**config.mk**
```make
export PLATFORM = sky130hd
export DESIGN_NAME = stage_seq
export DESIGN_NICKNAME = d
export VERILOG_FILES = /design/src/rtl/stage_seq_pkg.sv /design/src/rtl/stage_seq_wait_timer.sv /design/src/rtl/stage_seq.sv
export SDC_FILE = /design/constraint.sdc
export NUM_CORES = 1
export LEC_CHECK = 0
export BUFFER_PORTS_ARGS = -buffer_cell sky130_fd_sc_hd__clkbuf_2
export CAP_MARGIN = 15
export CORE_UTILIZATION = 52
export CTS_BUF_LIST = sky130_fd_sc_hd__clkbuf_4 sky130_fd_sc_hd__clkbuf_8 sky130_fd_sc_hd__clkbuf_16
export CTS_CLUSTER_SIZE = 12
export DETAILED_ROUTE_END_ITERATION = 16
export GPL_TIMING_DRIVEN = 0
export PLACE_DENSITY = 0.79
export SKIP_LAST_GASP = 1
export SYNTH_ARGS = -nofsm -noshare
export SYNTH_HDL_FRONTEND = slang
export SYNTH_HIERARCHICAL = 1
export SYNTH_SLANG_ARGS = --single-unit
```
**constraint.sdc**
```tcl
create_clock -name clk -period 2.2 [get_ports clk]
set_input_delay 0.22 -clock clk [delete_from_list [all_inputs] [get_ports clk]]
set_output_delay 0.22 -clock clk [all_outputs]
set_load 0.005 [all_outputs]
```
**src/rtl/stage_seq_pkg.sv**
```systemverilog
// Shared constants for the multi-cycle stage sequencer: state codes and the
// small helper that picks where an instruction goes once it retires.
package stage_seq_pkg;

  typedef enum logic [2:0] {
    ST_IDLE = 3'd0,
    ST_IF   = 3'd1,
    ST_ID   = 3'd2,
    ST_EX   = 3'd3,
    ST_MEM  = 3'd4,
    ST_WB   = 3'd5,
    ST_HALT = 3'd6
  } stage_e;

  // After the retiring cycle the next fetch starts back-to-back if run is
  // still high; otherwise the sequencer parks in IDLE.
  function automatic stage_e next_after_retire(input logic run);
    return run ? ST_IF : ST_IDLE;
  endfunction

endpackage

```
**src/rtl/stage_seq_wait_timer.sv**
```systemverilog
// Consecutive memory-request cycle counter. expired is high during the
// MAX_WAIT-th request cycle of an access, so a missing ack in that cycle
// can be turned into a timeout by the sequencer.
module wait_timer #(
  parameter int MAX_WAIT = 16
) (
  input  logic clk,
  input  logic rst,
  input  logic clear,
  input  logic count_en,
  output logic expired
);

  localparam int CW = $clog2(MAX_WAIT + 1);

  logic [CW-1:0] r_count;

  // Count request cycles without ack; any cycle that ends a request clears.
  always_ff @(posedge clk or negedge rst) begin
    if (!rst) begin
      r_count <= '0;
    end else if (clear) begin
      r_count <= '0;
    end else if (count_en) begin
      r_count <= r_count + CW'(1);
    end
  end

  // r_count holds the number of earlier request cycles in this access.
  assign expired = (r_count == CW'(MAX_WAIT - 1));

endmodule

```
**src/rtl/stage_seq.sv**
```systemverilog
// Multi-cycle stage sequencer: walks each instruction through IF/ID/EX/MEM/WB,
// skipping stages the decoded controls do not need, and generates the PC, IR,
// register-file and data-memory strobes.
//
// Memory handshake: a request (imem_req in IF, dmem_req in MEM) stays high
// until the cycle in which mem_ack is seen high; that cycle completes the
// access. mem_ack outside a request cycle is ignored.
module stage_seq
  import stage_seq_pkg::*;
#(
  parameter int MAX_WAIT = 16
) (
  input  logic        clk,
  input  logic        rst,
  input  logic        run,
  input  logic        RegWr,
  input  logic        MemWr,
  input  logic        MemToReg,
  input  logic        Branch,
  input  logic        Jump,
  input  logic        Link,
  input  logic        mem_ack,
  output logic        imem_req,
  output logic        dmem_req,
  output logic        IRWr,
  output logic        PCWr,
  output logic        RegWrEn,
  output logic        MemWrEn,
  output logic [2:0]  stage,
  output logic        busy,
  output logic        timeout_err,
  output logic [31:0] retired
);

  stage_e      r_state;
  stage_e      w_next;
  logic        r_timeout_err;
  logic [31:0] r_retired;
  logic        w_req;
  logic        w_expired;

  assign w_req = imem_req | dmem_req;

  wait_timer #(.MAX_WAIT(MAX_WAIT)) u_wait_timer (
    .clk      (clk),
    .rst      (rst),
    .clear    (~w_req | mem_ack),
    .count_en (w_req & ~mem_ack),
    .expired  (w_expired)
  );

  // State register.
  always_ff @(posedge clk or negedge rst) begin
    if (!rst) begin
      r_state <= ST_IDLE;
    end else begin
      r_state <= w_next;
    end
  end

  // Next-state and strobe decode from the current stage and mem_ack.
  always_comb begin
    w_next   = r_state;
    imem_req = 1'b0;
    dmem_req = 1'b0;
    IRWr     = 1'b0;
    PCWr     = 1'b0;
    RegWrEn  = 1'b0;
    MemWrEn  = 1'b0;
    case (r_state)
      ST_IDLE: begin
        if (run) w_next = ST_IF;
      end
      ST_IF: begin
        imem_req = 1'b1;
        if (mem_ack) begin
          IRWr   = 1'b1;
          w_next = ST_ID;
        end else if (w_expired) begin
          w_next = ST_HALT;
        end
      end
      ST_ID: begin
        w_next = ST_EX;
      end
      ST_EX: begin
        // Branch and plain jump retire here; jal needs WB for the link write.
        if (Branch || (Jump && !Link)) begin
          PCWr   = 1'b1;
          w_next = next_after_retire(run);
        end else if (MemToReg || MemWr) begin
          w_next = ST_MEM;
        end else if (RegWr) begin
          w_next = ST_WB;
        end else begin
          PCWr   = 1'b1;
          w_next = next_after_retire(run);
        end
      end
      ST_MEM: begin
        dmem_req = 1'b1;
        MemWrEn  = MemWr;
        if (mem_ack) begin
          if (MemToReg) begin
            w_next = ST_WB;
          end else begin
            PCWr   = 1'b1;
            w_next = next_after_retire(run);
          end
        end else if (w_expired) begin
          w_next = ST_HALT;
        end
      end
      ST_WB: begin
        RegWrEn = 1'b1;
        PCWr    = 1'b1;
        w_next  = next_after_retire(run);
      end
      ST_HALT: begin
        w_next = ST_HALT;
      end
      default: begin
        w_next = ST_IDLE;
      end
    endcase
  end

  // Sticky timeout flag, raised together with the move into HALT.
  always_ff @(posedge clk or negedge rst) begin
    if (!rst) begin
      r_timeout_err <= 1'b0;
    end else if (w_next == ST_HALT) begin
      r_timeout_err <= 1'b1;
    end
  end

  // Retired-instruction counter: one per PC update, wraps naturally.
  always_ff @(posedge clk or negedge rst) begin
    if (!rst) begin
      r_retired <= '0;
    end else if (PCWr) begin
      r_retired <= r_retired + 32'd1;
    end
  end

  assign stage       = r_state;
  assign busy        = (r_state != ST_IDLE) && (r_state != ST_HALT);
  assign timeout_err = r_timeout_err;
  assign retired     = r_retired;

endmodule

```
== Word level (Yosys, flattened, before mapping) ==
Index checks and enable logic that the tools add are counted.
Storage, ports and cells
  register bits: 41
  bits of input ports: 10
  output and inout bits: 43
Operators by class
  add/subtract/negate cells: 2
  eq/ne operators: 9
  mux-type cells: 24
  bitwise gates (word level): 5
  reductions and logical operators: 8
Operators with widths (count)
  adder 32 x 1 -> 32 bit (second input constant): 1
  two-way mux 3 bit: 8
  one-hot mux 3 bit (7 select lines): 1
  equality test 3 bit (second input constant): 4
  two-way mux 1 bit: 12
  two-way mux 5 bit: 2
  equality test 3 x 2 -> 1 bit (second input constant): 2
  adder 5 x 1 -> 5 bit (second input constant): 1
  equality test 5 x 4 -> 1 bit (second input constant): 1
  equality test 3 x 1 -> 1 bit (second input constant): 1
  logical NOT 3 bit: 1
  != test 3 bit (second input constant): 1
  one-hot mux 1 bit (3 select lines): 1
  nonzero test 3 bit: 1
  logical AND 1 bit: 2
  logical OR 1 bit: 2
  NOT 1 bit: 2
  OR 1 bit: 2
  nonzero test 2 bit: 1
  bitwise AND 1 bit: 1
  logical NOT 1 bit: 1

== Depth between registers and ports, before layout ==
  depth in word-level cells: 6
  mapped depth: 8

== Modules after synthesis ==
The synthesis kept the hierarchy.
Modules (own cells, without submodules)
  stage_seq: instances 1, cells an instance 167, area an instance 1786.7 um^2, seq. area each 900.9 um^2
  wait_timer: instances 1, cells an instance 23, area an instance 270.3 um^2, seq. area each 125.1 um^2

== Least setup slack after synthesis ==
No wires, ideal clock.
  path kind: register to register
  start: register r_state[1] (netlist: stage[1])
  end: register u_wait_timer.r_count[3]
  library setup time: 0.125 ns
  data arrival time: 1.968 ns
  required time: 2.075 ns
  slack: 0.107 ns
  stages on the path, launching flop included: 9
  period minus slack after synthesis: 2.093 ns
  path through: dfrtp_1 > clkbuf_1 > nor3b_1 > nor2_1 > or2_2 > inv_1 > buf_6 > nand4_2 > mux2_4
On the way
  cells in the longest elaborated chain, start to end: 6
Ends and longest elaborated chain
  from (decl): line stage_seq.sv:35  | stage_e r_state;
  from (signal assigned): line stage_seq.sv:57  | r_state <= w_next;
  equality test 3 x 1 -> 1 bit (*): line stage_seq.sv:70  | case (r_state)
  two-way mux 1 bit (*): line stage_seq.sv:70
  via imem_req: line stage_seq.sv:23  | output logic imem_req,
  OR 1 bit (*): line stage_seq.sv:42  | assign w_req = imem_req | dmem_req;
  NOT 1 bit: line stage_seq.sv:47  | .clear (~w_req | mem_ack),
  OR 1 bit: line stage_seq.sv:47
  two-way mux 5 bit / nonzero test 2 bit (equally long branches)
  to (signal assigned): line stage_seq_wait_timer.sv:25  | r_count <= r_count + CW'(1);
  to (decl): line stage_seq_wait_timer.sv:16  | logic [CW-1:0] r_count;
The timed path passes the listed nets; every way through them passes the cells marked *.
A chain may end at the register's enable or synchronous reset.

== Final worst setup path ==
  start: register r_state[2] (netlist: stage[2])
  end: output PCWr
On the way
  cells in the longest elaborated chain, start to end: 2
Ends and longest elaborated chain
  equality test 3 bit / equality test 3 x 2 -> 1 bit (equally long branches): line stage_seq.sv:70
  one-hot mux 1 bit (3 select lines) (*): line stage_seq.sv:70
  to (decl): line stage_seq.sv:26  | output logic PCWr,
Every way passes the cells marked *; elsewhere a longest branch is shown, timed or not.

==> impl_metrics.csv <==
group,metric,value,unit
synthesis,async_reset_ff_frac,1.00,
layout,layout-drive-gt1-share,0.308,
synthesis,ys_seq_area_frac,0.499,
sta,min_period,2120,ps
cts,cts.clk_slew.worst_paths,80,ps
die,ios,53,
synthesis,synth_edf_count,0,
power,peakVddDrop,0.535,mV
synthesis,ys_warn_count,6,
cts,cts.sinks,41,
grt,antenna_found_initial,0,
setup_path,worstPathArrival,1900,ps
sta,whs,62.0,ps
sta,final.setup_skew,9.07,ps
flow_run,drv_cap,0,
layout,antenna_cells,0,
placement,dp_slack,-24.5,ps
synthesis,yosysMostFrequentCell,"dfrtp_1",
setup_path,worstSetupPathType,"flop to primary output",
route,wl,3960,um
synthesis,synth_seq_cells,41,
sta,tightest_slew,974,ps
sta,rsz0062_at_grt,"true",
die,die_h,64.9,um
die,floorplan.initialDensity,0.554,
setup_path,start_kind,"flop",
grt,grt_first_pass_wirelength,6640,um
power,p_leak,1.23,nW
synthesis,ys.flop_type,"dfrtp_1",
cts,insertion_delay,300,ps
cts,cts_inserted_buffers,5,
power,total_power,2.05,mW
sta,max_freq,472,MHz
route,drt_iter0_drc,92,
route,drcViolationCount,0,
die,design.die.area,4210,um2
sta,relSlewSlack,0.351,
layout,stdcell_area,2490,um2
setup_path,required,1980,ps
power,clock_power_share,0.263,
die,die_width,64.9,um
sta,drv_slew,0,
die,core,3720,um2
placement,placed_cells,290,
synthesis,ys_top_cells_by_area,"dfrtp_1 (50%), xnor2_1 (11%), nand3_1 (3.2%), and3_1 (3.0%), nand4_1 (2.4%)",
setup_path,cp-startpoint,"stage[2]",
layout,finalNonFillerCells,298,
die,rows,22,
synthesis,synth_common_cells,"dfrtp_1 (41), xnor2_1 (27), nand3_1 (13)",
synthesis,syn_nets,203,
cts,cts_hold_buf,0,
power,sw_frac_of_total,0.325,
worst_hold_path,hp-class,"input port to async pin",
sta,setup_tns,0,ps
grt,track_usage,0.210,
placement,port_buffers,52,
layout,area_growth,21.1,%
grt,grt_max_degree,42,
setup_path,end_kind,"primary output",
layout,final_util,0.670,
cts,cts_max_path_buffers,2,
placement,hpwlAfterDp,2880,um
power,combPwrFrac,0.262,
cts,cts_tree,"yes",
route,drtAntennaViolNets,0,
layout,fin_nets,262,
route,drt-pass1-iter-count,4,
grt,overflow,0,
synthesis,synth_area_leader_cell,"dfrtp_1",
sta,setup_ws,80.7,ps
sta,hold_viol,0,
synthesis,mappedNetlistArea,2060,um2
power,power.switching,0.666,mW
placement,place_area,2380,um2
synthesis,synth_cell_type_count,42,
setup_path,regToRegStartpoint,"stage[2]",
power,seq_power_share,0.474,
sta,setup_viol,0,
route,vias,1601,
synthesis,synth_top_area_share,0.499,
status,outcome,"finished clean",
synthesis,syn_area_per_cell,10.8,um2
power,p_per_area,824,nW/um2
grt,grt_pass1_vias,1450,
sta,post-route-period-util,0.963,
cts,root_buffer,"clkbuf_8",
cts,htree_levels,2,
route,wl_per_cell,13.3,um
power,p_int,1.39,mW
route,viasPerCell,5.37,
placement,gp_congestion,0.750,
setup_path,crit_path_max_fanout,10,
synthesis,netlist_instances,190,
## final timing paths
path,cells past startpoint,slack [ps],end
max,6,80,PCWr
min,1,60,retired[29]
max reg2reg,6,190,retired[17]
min reg2reg,1,470,retired[31]
max in group asynchronous,1,1480,stage[2]
min in group clk,3,310,stage[1]
## cell type report
| class | count | area [um2] |
|---|---|---|
| tap | 48 | 60.1 |
| inverter | 4 | 15.0 |
| clock buffer | 7 | 96.3 |
| buffer | 5 | 32.5 |
| fill | 318 | 1220 |
| timing repair buffer | 53 | 268 |
| clock inverter | 1 | 5.00 |
| multi-input combinational | 139 | 987 |
| sequential | 41 | 1030 |
## what timing repair did
action                     in CTS  in global routing
setup buffers                   0                  1
pin swaps                       0                  1
setup endpoints to repair       2                 15
gates resized for setup         1                  2
## cell usage in the layout, fill, tap and decap left out, types with 4 or more instances in the layout
cell / count
xnor2_1: 27
nand4_1: 8
clkbuf_2: 52
dfrtp_1: 40
a21oi_1: 4
inv_1: 4
xor2_1: 5
nand2_1: 12
and3_1: 10
clkbuf_8: 7
nor2b_1: 4
nand3_1: 13
and2_1: 4
nor2_1: 12
## cells by family after synthesis
kind of cell / count (synthesis) / synth area share
DFF: 41 / 0.499
muxes: 2 / 0.0122
xor gates and xnor gates: 32 / 0.136
AOI/OAI and AO/OA: 18 / 0.0760
buffers and inverters: 10 / 0.0249
and+or+nand+nor: 84 / 0.234
adders and majority gates: 3 / 0.0183
## power by group through the flow
| stage | Sequential, mW | Combinational (mW) | Clock [mW] |
|---|---|---|---|
| after floorplan | 0.945 | 0.352 | 0 |
| after global placement | 0.961 | 0.547 | 0 |
| after detailed placement | 0.958 | 0.568 | 0 |
| after CTS | 0.968 | 0.547 | 0.549 |
| after global routing | 0.993 | 0.614 | 0.575 |
| final | 0.974 | 0.539 | 0.540 |
## registers in the layout, summed over array words and instances, names as in the netlist
name / cells
u_wait_timer/r_count: 5
stage: 3
retired: 32
timeout_err: 1
## per-layer routing
metal	wire length [um]	global-route usage	part of all wire
met1	1770	0.268	0.45
met2	1960	0.333	0.50
met3	147	0.0511	0.037
met4	80	0.100	0.020
met5	0	0	0
## critical path, stage by stage (launching register included)
cell and delay [ps]:
dfrtp_2 480, and2b_1 240, o311ai_2 160, and2_1 220, buf_2 170, inv_1 170, clkbuf_2 150
Note: power is estimated with default switching activity, not from simulation.
